**config.mk**
```make
export PLATFORM = sky130hd
export DESIGN_NAME = mem_ctrl
export DESIGN_NICKNAME = d
export VERILOG_FILES = /design/src/rtl/mem_ctrl.sv
export SDC_FILE = /design/constraint.sdc
export NUM_CORES = 1
export LEC_CHECK = 0
export ABC_AREA = 1
export BUFFER_PORTS_ARGS = -buffer_cell sky130_fd_sc_hd__buf_4
export CORE_MARGIN = 3
export CORE_UTILIZATION = 40
export DETAILED_ROUTE_END_ITERATION = 7
export GPL_TIMING_DRIVEN = 0
export PLACE_DENSITY = 0.63
export SETUP_SLACK_MARGIN = 0.4
export SYNTH_ARGS = -nofsm -noshare
export SYNTH_HDL_FRONTEND = slang
export SYNTH_SLANG_ARGS = --single-unit
```
**constraint.sdc**
```tcl
create_clock -name clk -period 3.9 [get_ports clk]
set_input_delay 0.585 -clock clk [delete_from_list [all_inputs] [get_ports clk]]
set_output_delay 0.585 -clock clk [all_outputs]
set_load 0.05 [all_outputs]
```
**src/rtl/mem_ctrl.sv**
```systemverilog
// mem_ctrl: shares one byte-wide RAM port between instruction fetch and the MEM stage,
// serialising little-endian word/half/byte accesses. Define MEMCTRL_IO_STALL_EN to hold off I/O stores while io_buffer_full.
module mem_ctrl #(
  parameter int unsigned ADDR_W  = 32,
  parameter logic [1:0]  IO_BASE = 2'b11
) (
  input  logic              clk,
  input  logic              rst,
  input  logic              if_req,
  input  logic [ADDR_W-1:0] if_addr,
  output logic              if_done,
  output logic [31:0]       if_inst,
  input  logic              mem_req,
  input  logic              mem_we,
  input  logic [1:0]        mem_len,
  input  logic [ADDR_W-1:0] mem_addr,
  input  logic [31:0]       mem_wdata,
  output logic              mem_done,
  output logic [31:0]       mem_rdata,
  input  logic              io_buffer_full,
  output logic [ADDR_W-1:0] ram_a,
  output logic              ram_wr,
  output logic [7:0]        ram_dout,
  input  logic [7:0]        ram_din,
  output logic              busy
);

  typedef enum logic [1:0] {IDLE = 2'd0, RD = 2'd1, WR = 2'd2} state_t;

  state_t            state_q, state_d;
  logic [2:0]        cnt_q, cnt_d;
  logic [2:0]        nbytes_q, nbytes_d;
  logic              owner_mem_q, owner_mem_d;
  logic [ADDR_W-1:0] addr_q, addr_d;
  logic [31:0]       wdata_q, wdata_d;
  logic [31:0]       buf_q, buf_d;
  logic [ADDR_W-1:0] ram_a_q, ram_a_d;
  logic              ram_wr_q, ram_wr_d;
  logic [7:0]        ram_dout_q, ram_dout_d;
  logic              if_done_q, if_done_d;
  logic              mem_done_q, mem_done_d;
  logic [31:0]       if_inst_q, if_inst_d;
  logic [31:0]       mem_rdata_q, mem_rdata_d;

  logic       io_store, io_block, mem_go, done_prev;
  logic [2:0] mem_n, next_k;
  logic [1:0] cap_idx;
  logic [31:0] rd_word;

  assign io_store = mem_we && (mem_addr[17:16] == IO_BASE);
`ifdef MEMCTRL_IO_STALL_EN
  assign io_block = io_store & io_buffer_full;
`else
  logic unused_io;
  assign unused_io = io_store & io_buffer_full;
  assign io_block  = 1'b0;
`endif

  assign mem_go    = mem_req & ~io_block;
  // The cycle carrying a done pulse never accepts, so a requester has one cycle to drop req.
  assign done_prev = if_done_q | mem_done_q;
  assign next_k    = cnt_q + 3'd1;
  assign cap_idx   = cnt_q[1:0] - 2'd1;

  always_comb begin
    case (mem_len)
      2'd0:    mem_n = 3'd1;
      2'd1:    mem_n = 3'd2;
      default: mem_n = 3'd4;
    endcase
  end

  // Byte arriving this cycle belongs to the address driven last cycle (index k-1).
  always_comb begin
    rd_word = buf_q;
    rd_word[{cap_idx, 3'b000} +: 8] = ram_din;
  end

  always_comb begin
    // NOTE: every _d is given its default first, so no path through this block can infer a latch.
    state_d     = state_q;
    cnt_d       = cnt_q;
    nbytes_d    = nbytes_q;
    owner_mem_d = owner_mem_q;
    addr_d      = addr_q;
    wdata_d     = wdata_q;
    buf_d       = buf_q;
    if_inst_d   = if_inst_q;
    mem_rdata_d = mem_rdata_q;
    ram_a_d     = '0;
    ram_wr_d    = 1'b0;
    ram_dout_d  = '0;
    if_done_d   = 1'b0;
    mem_done_d  = 1'b0;

    case (state_q)
      IDLE: begin
        if (!done_prev && (mem_go || if_req)) begin
          owner_mem_d = mem_go;
          addr_d      = mem_go ? mem_addr : if_addr;
          wdata_d     = mem_go ? mem_wdata : '0;
          nbytes_d    = mem_go ? mem_n : 3'd4;
          cnt_d       = '0;
          buf_d       = '0;
          ram_a_d     = mem_go ? mem_addr : if_addr;
          if (mem_go && mem_we) begin
            state_d    = WR;
            ram_wr_d   = 1'b1;
            ram_dout_d = mem_wdata[7:0];
          end else begin
            state_d = RD;
          end
        end
      end

      RD: begin
        if (cnt_q != 3'd0) buf_d = rd_word;
        if (cnt_q == nbytes_q) begin
          state_d = IDLE;
          cnt_d   = '0;
          if (owner_mem_q) begin
            mem_done_d  = 1'b1;
            mem_rdata_d = rd_word;
          end else begin
            if_done_d = 1'b1;
            if_inst_d = rd_word;
          end
        end else begin
          cnt_d = next_k;
          if (next_k < nbytes_q) ram_a_d = addr_q + ADDR_W'(next_k);
        end
      end

      WR: begin
        if (next_k < nbytes_q) begin
          cnt_d      = next_k;
          ram_wr_d   = 1'b1;
          ram_a_d    = addr_q + ADDR_W'(next_k);
          ram_dout_d = wdata_q[{next_k[1:0], 3'b000} +: 8];
        end else begin
          state_d    = IDLE;
          cnt_d      = '0;
          mem_done_d = 1'b1;
        end
      end

      default: state_d = IDLE;
    endcase
  end

  always_ff @(posedge clk) begin
    // NOTE: non-blocking assignments so every flop samples the pre-edge value of its peers.
    if (rst) begin
      state_q     <= IDLE;
      cnt_q       <= '0;
      nbytes_q    <= '0;
      owner_mem_q <= 1'b0;
      addr_q      <= '0;
      wdata_q     <= '0;
      buf_q       <= '0;
      ram_a_q     <= '0;
      ram_wr_q    <= 1'b0;
      ram_dout_q  <= '0;
      if_done_q   <= 1'b0;
      mem_done_q  <= 1'b0;
      if_inst_q   <= '0;
      mem_rdata_q <= '0;
    end else begin
      state_q     <= state_d;
      cnt_q       <= cnt_d;
      nbytes_q    <= nbytes_d;
      owner_mem_q <= owner_mem_d;
      addr_q      <= addr_d;
      wdata_q     <= wdata_d;
      buf_q       <= buf_d;
      ram_a_q     <= ram_a_d;
      ram_wr_q    <= ram_wr_d;
      ram_dout_q  <= ram_dout_d;
      if_done_q   <= if_done_d;
      mem_done_q  <= mem_done_d;
      if_inst_q   <= if_inst_d;
      mem_rdata_q <= mem_rdata_d;
    end
  end

  assign if_done   = if_done_q;
  assign if_inst   = if_inst_q;
  assign mem_done  = mem_done_q;
  assign mem_rdata = mem_rdata_q;
  assign ram_a     = ram_a_q;
  assign ram_wr    = ram_wr_q;
  assign ram_dout  = ram_dout_q;
  assign busy      = (state_q != IDLE);

endmodule
```
==> metrics.md <==
| Metric | Value |
|---|---|
| Outcome | `complete, no violations` |
| Die span in x | `160 um` |
| Most used DFF post-synth | `dfxtp_1` |
| # Max-Cap Violations | `0` |
| Ys Warns | `0` |
| CP top delay family | `buffers and inverters` |
| WL/cell | `about 15 um` |
| Total gr overflow | `0` |
| Core Area | `roughly 23000 sq um` |
| FF+latch count, synth | `roughly 210` |
| CP Buf/Inv Count | `6` |
| Synth Cell Area | `9480 sq um` |
| Dpl cell area | `roughly 11000 sq um` |
| Syn Area/Cell | `6.98 sq um` |
| Crit path kind | `reg2reg` |
| Multi-input gate area | `4520 sq um` |
| N_diodes | `0` |
| Pre-CTS setup slack | `0.304 ns` |
| Register area share after synthesis | `44.8%` |
| Critical Path Sink Type | `flip-flop` |
| Total chip power | `5.97 mW` |
| Synth Net Count | `1486` |
| Nets | `1727` |
| Arrival time at the worst endpoint | `3.77 ns` |
| Die area | `between 20000 and 30000 sq um` |
| Deepest clock path buffer count | `3` |
| Setup tns final | `0 ns` |
| FP Rows | `55` |
| Power Dens Cells | `486 nW/um^2` |
| Post-Syn Instances | `approximately 1400` |
| Tightest Hold Check Type | `in2reg` |
| Worst-path cell chain | `clkbuf_4 -> inv_1 -> buf_2 -> buf_2 -> ha_2 -> ha_1 -> nand3b_1 -> nand2_1 -> nor2_4 -> inv_1 -> nand2_2 -> buf_4 -> nand3_1 -> a21oi_1` |
| Routed Antenna Nets | `0` |
| Ratio of cells with drive above 1 in the final layout | `between 10% and 20%` |
| Worst Clk Skew | `0.0118 ns` |
| Via-to-Cell Ratio | `around 4.9` |
| Post-route minimum period | `3.34 ns` |
| Slew Limit Fails | `0` |
| RSZ-0062 raised after global routing | `no` |
| CP peak stage delay | `0.39 ns` |
| First-pass GRT wire length | `46500 um` |
| Worst skew pair latency | `0.50 ns` |
| Number of synthesized flops with an enable pin | `0` |
| Vias in the first global route | `8982` |
| Setup slack after layout | `0.564 ns` |
| Worst-Margin Slew | `0.738 ns` |
| Cts bufs inserted | `23` |
| HPWL Detailed | `around 22000 um` |
| Hold depth | `3` |
| Slowest CP cell | `ha_2` |
| DRC viols | `0` |
| Static Leak | `5.52 nW` |
| Final Hold Fails | `0` |
| Hold_ws | `0.340 ns` |
| Crit-path max FO | `12` |
| Stages on the worst setup path | `14` |
| Port Buffers | `216` |
| Clk slew on worst S/H paths | `approximately 0.060 ns` |
| CTS tree | `built` |
| Slew margin rel. | `50.5%` |
| FF/Latch Area | `around 4200 sq um` |
| Most frequent cells in the layout | `nand2_1 (406), buf_4 (221), dfxtp_1 (211)` |
| Final Cycle Share | `85.5%` |
| Setup-failing EPs final | `0` |
| Worst EP required | `4.33 ns` |
| Gr usage total | `21.8%` |
| Initial Util | `41.2%` |
| CTS Root Cell | `clkbuf_16` |
| Final WL | `between 20000 and 30000 um` |
| Worst reg-to-reg path cell count | `14` |
| Initial antenna violation count | `0` |
| Drt pass-1 iters | `7` |
| Fmax achieved | `300 MHz` |
| Critical path startpoint category | `flip-flop` |
| Fill cell count | `2365` |
| CTS sink count | `212` |
| VDD IR max | `0.213 mV` |
| H-tree depth | `1` |
| Final Cell Area | `about 12000 sq um` |
| Synth async-reset ratio | `0%` |
| Most common cell after layout, fill and taps aside | `nand2_1` |
| DRT iter0 DRCs | `767` |
| DIE HEIGHT | `about 160 um` |
| Global placement routability congestion | `a little over 0.9` |
| Ports | `220` |
| Vias | `9522` |
| Area delta synth->final | `29.6%` |
| Largest net degree at the start of global routing | `15` |
| Count of different cell masters after synthesis | `39` |
-- tightest hold or removal path, cell delays in order --
cell     delay, ns
buf_4         0.07
nand2_1       0.04
a21oi_1       0.10
-- through the flow --
| stage | utilization, % | std cells |
|---|---|---|
| 2_1_floorplan | - | 1357 |
| 3_3_place_gp | 50.0 | 1886 |
| 3_5_place_dp | 50.0 | 1886 |
| 4_1_cts | 53.4 | 1927 |
| 5_1_grt | 53.5 | 1927 |
| 6_report | 53.5 | 1927 |
-- registers in the layout (all words and copies together) (netlist names) --
| register | flops |
|---|---|
| addr_q | 32 |
| buf_q | 32 |
| if_inst | 32 |
| mem_rdata | 32 |
| ram_a | 32 |
| wdata_q | 32 |
| ram_dout | 8 |
| cnt_q | 3 |
| nbytes_q | 3 |
| state_q | 2 |
| if_done | 1 |
| mem_done | 1 |
| owner_mem_q | 1 |
| ram_wr | 1 |
-- synth_stat cells, drive strengths merged, types with 7 or more instances --
master | count | share of area (%)
nand2 | 407 | 16
ha | 16 | 2.1
o211ai | 7 | 0.55
clkbuf | 43 | 1.7
nand4 | 11 | 0.73
a21oi | 151 | 8.1
o21ai | 86 | 4.7
nand3 | 60 | 3.2
nor2 | 162 | 6.7
buf | 30 | 1.7
xor2 | 7 | 0.65
a22oi | 7 | 0.55
inv | 104 | 4.1
dfxtp | 212 | 45
xnor2 | 8 | 0.74
o22ai | 24 | 1.6
-- kinds of logic (layout without fill, tap and decap cells) --
family	after synthesis	count (layout)	share of synthesized area, %
compound gates	286	286	16.3
xor+xnor	15	15	1.39
fa+ha+maj	17	17	2.32
buf+inv	179	436	7.62
flops	212	212	44.8
simple gates	648	648	27.6
-- cell type report --
type,instances,area share [%]
Multi-Input combinational cell,966,36.8
Timing Repair Buffer,216,13.2
Buffer,73,2.66
Sequential cell,212,34.6
Clock inverter,13,1.21
Clock buffer,28,5.16
Tap cell,313,3.19
Inverter,106,3.24
-- metal layers --
| layer | wire, um | part of all wire [%] | global-route usage, % | vias to the layer above |
|---|---|---|---|---|
| li1 | - | - | - | 4847 |
| met1 | 13200 | 45 | 29.7 | 4346 |
| met2 | 13800 | 47 | 36.3 | 291 |
| met3 | 1900 | 6.5 | 3.92 | 38 |
| met4 | 509 | 1.7 | 4.73 | 0 |
| met5 | 0 | 0 | 0 | - |
-- timing repair --
action / CTS / global route
setup endpoints to repair: 17 / 27
gates resized for setup: 1 / 3
setup buffers: 0 / 0
hold buffers: 0 / 0
-- worst paths after layout --
kind / from / to / slack [ns]
worst min register to register: buf_q[28]$_SDFFE_PP0P_ / buf_q[28]$_SDFFE_PP0P_ / 0.46
worst max register to register: cnt_q[0]$_SDFFE_PP0P_ / ram_a[20]$_SDFF_PP0_ / 0.56
worst max-delay path: cnt_q[0]$_SDFFE_PP0P_ / ram_a[20]$_SDFF_PP0_ / 0.56
worst min-delay path: mem_wdata[13] / wdata_q[13]$_SDFFE_PP0P_ / 0.34
-- where the power goes --
group / total [mW] / leakage [nW] / switching (mW) / internal, mW
registers: 2.44 / 1.73 / 0.112 / 2.33
clock network: 2.25 / 0.388 / 0.894 / 1.36
logic: 1.28 / 3.41 / 0.879 / 0.400
Power figures use the tool's default switching activity.
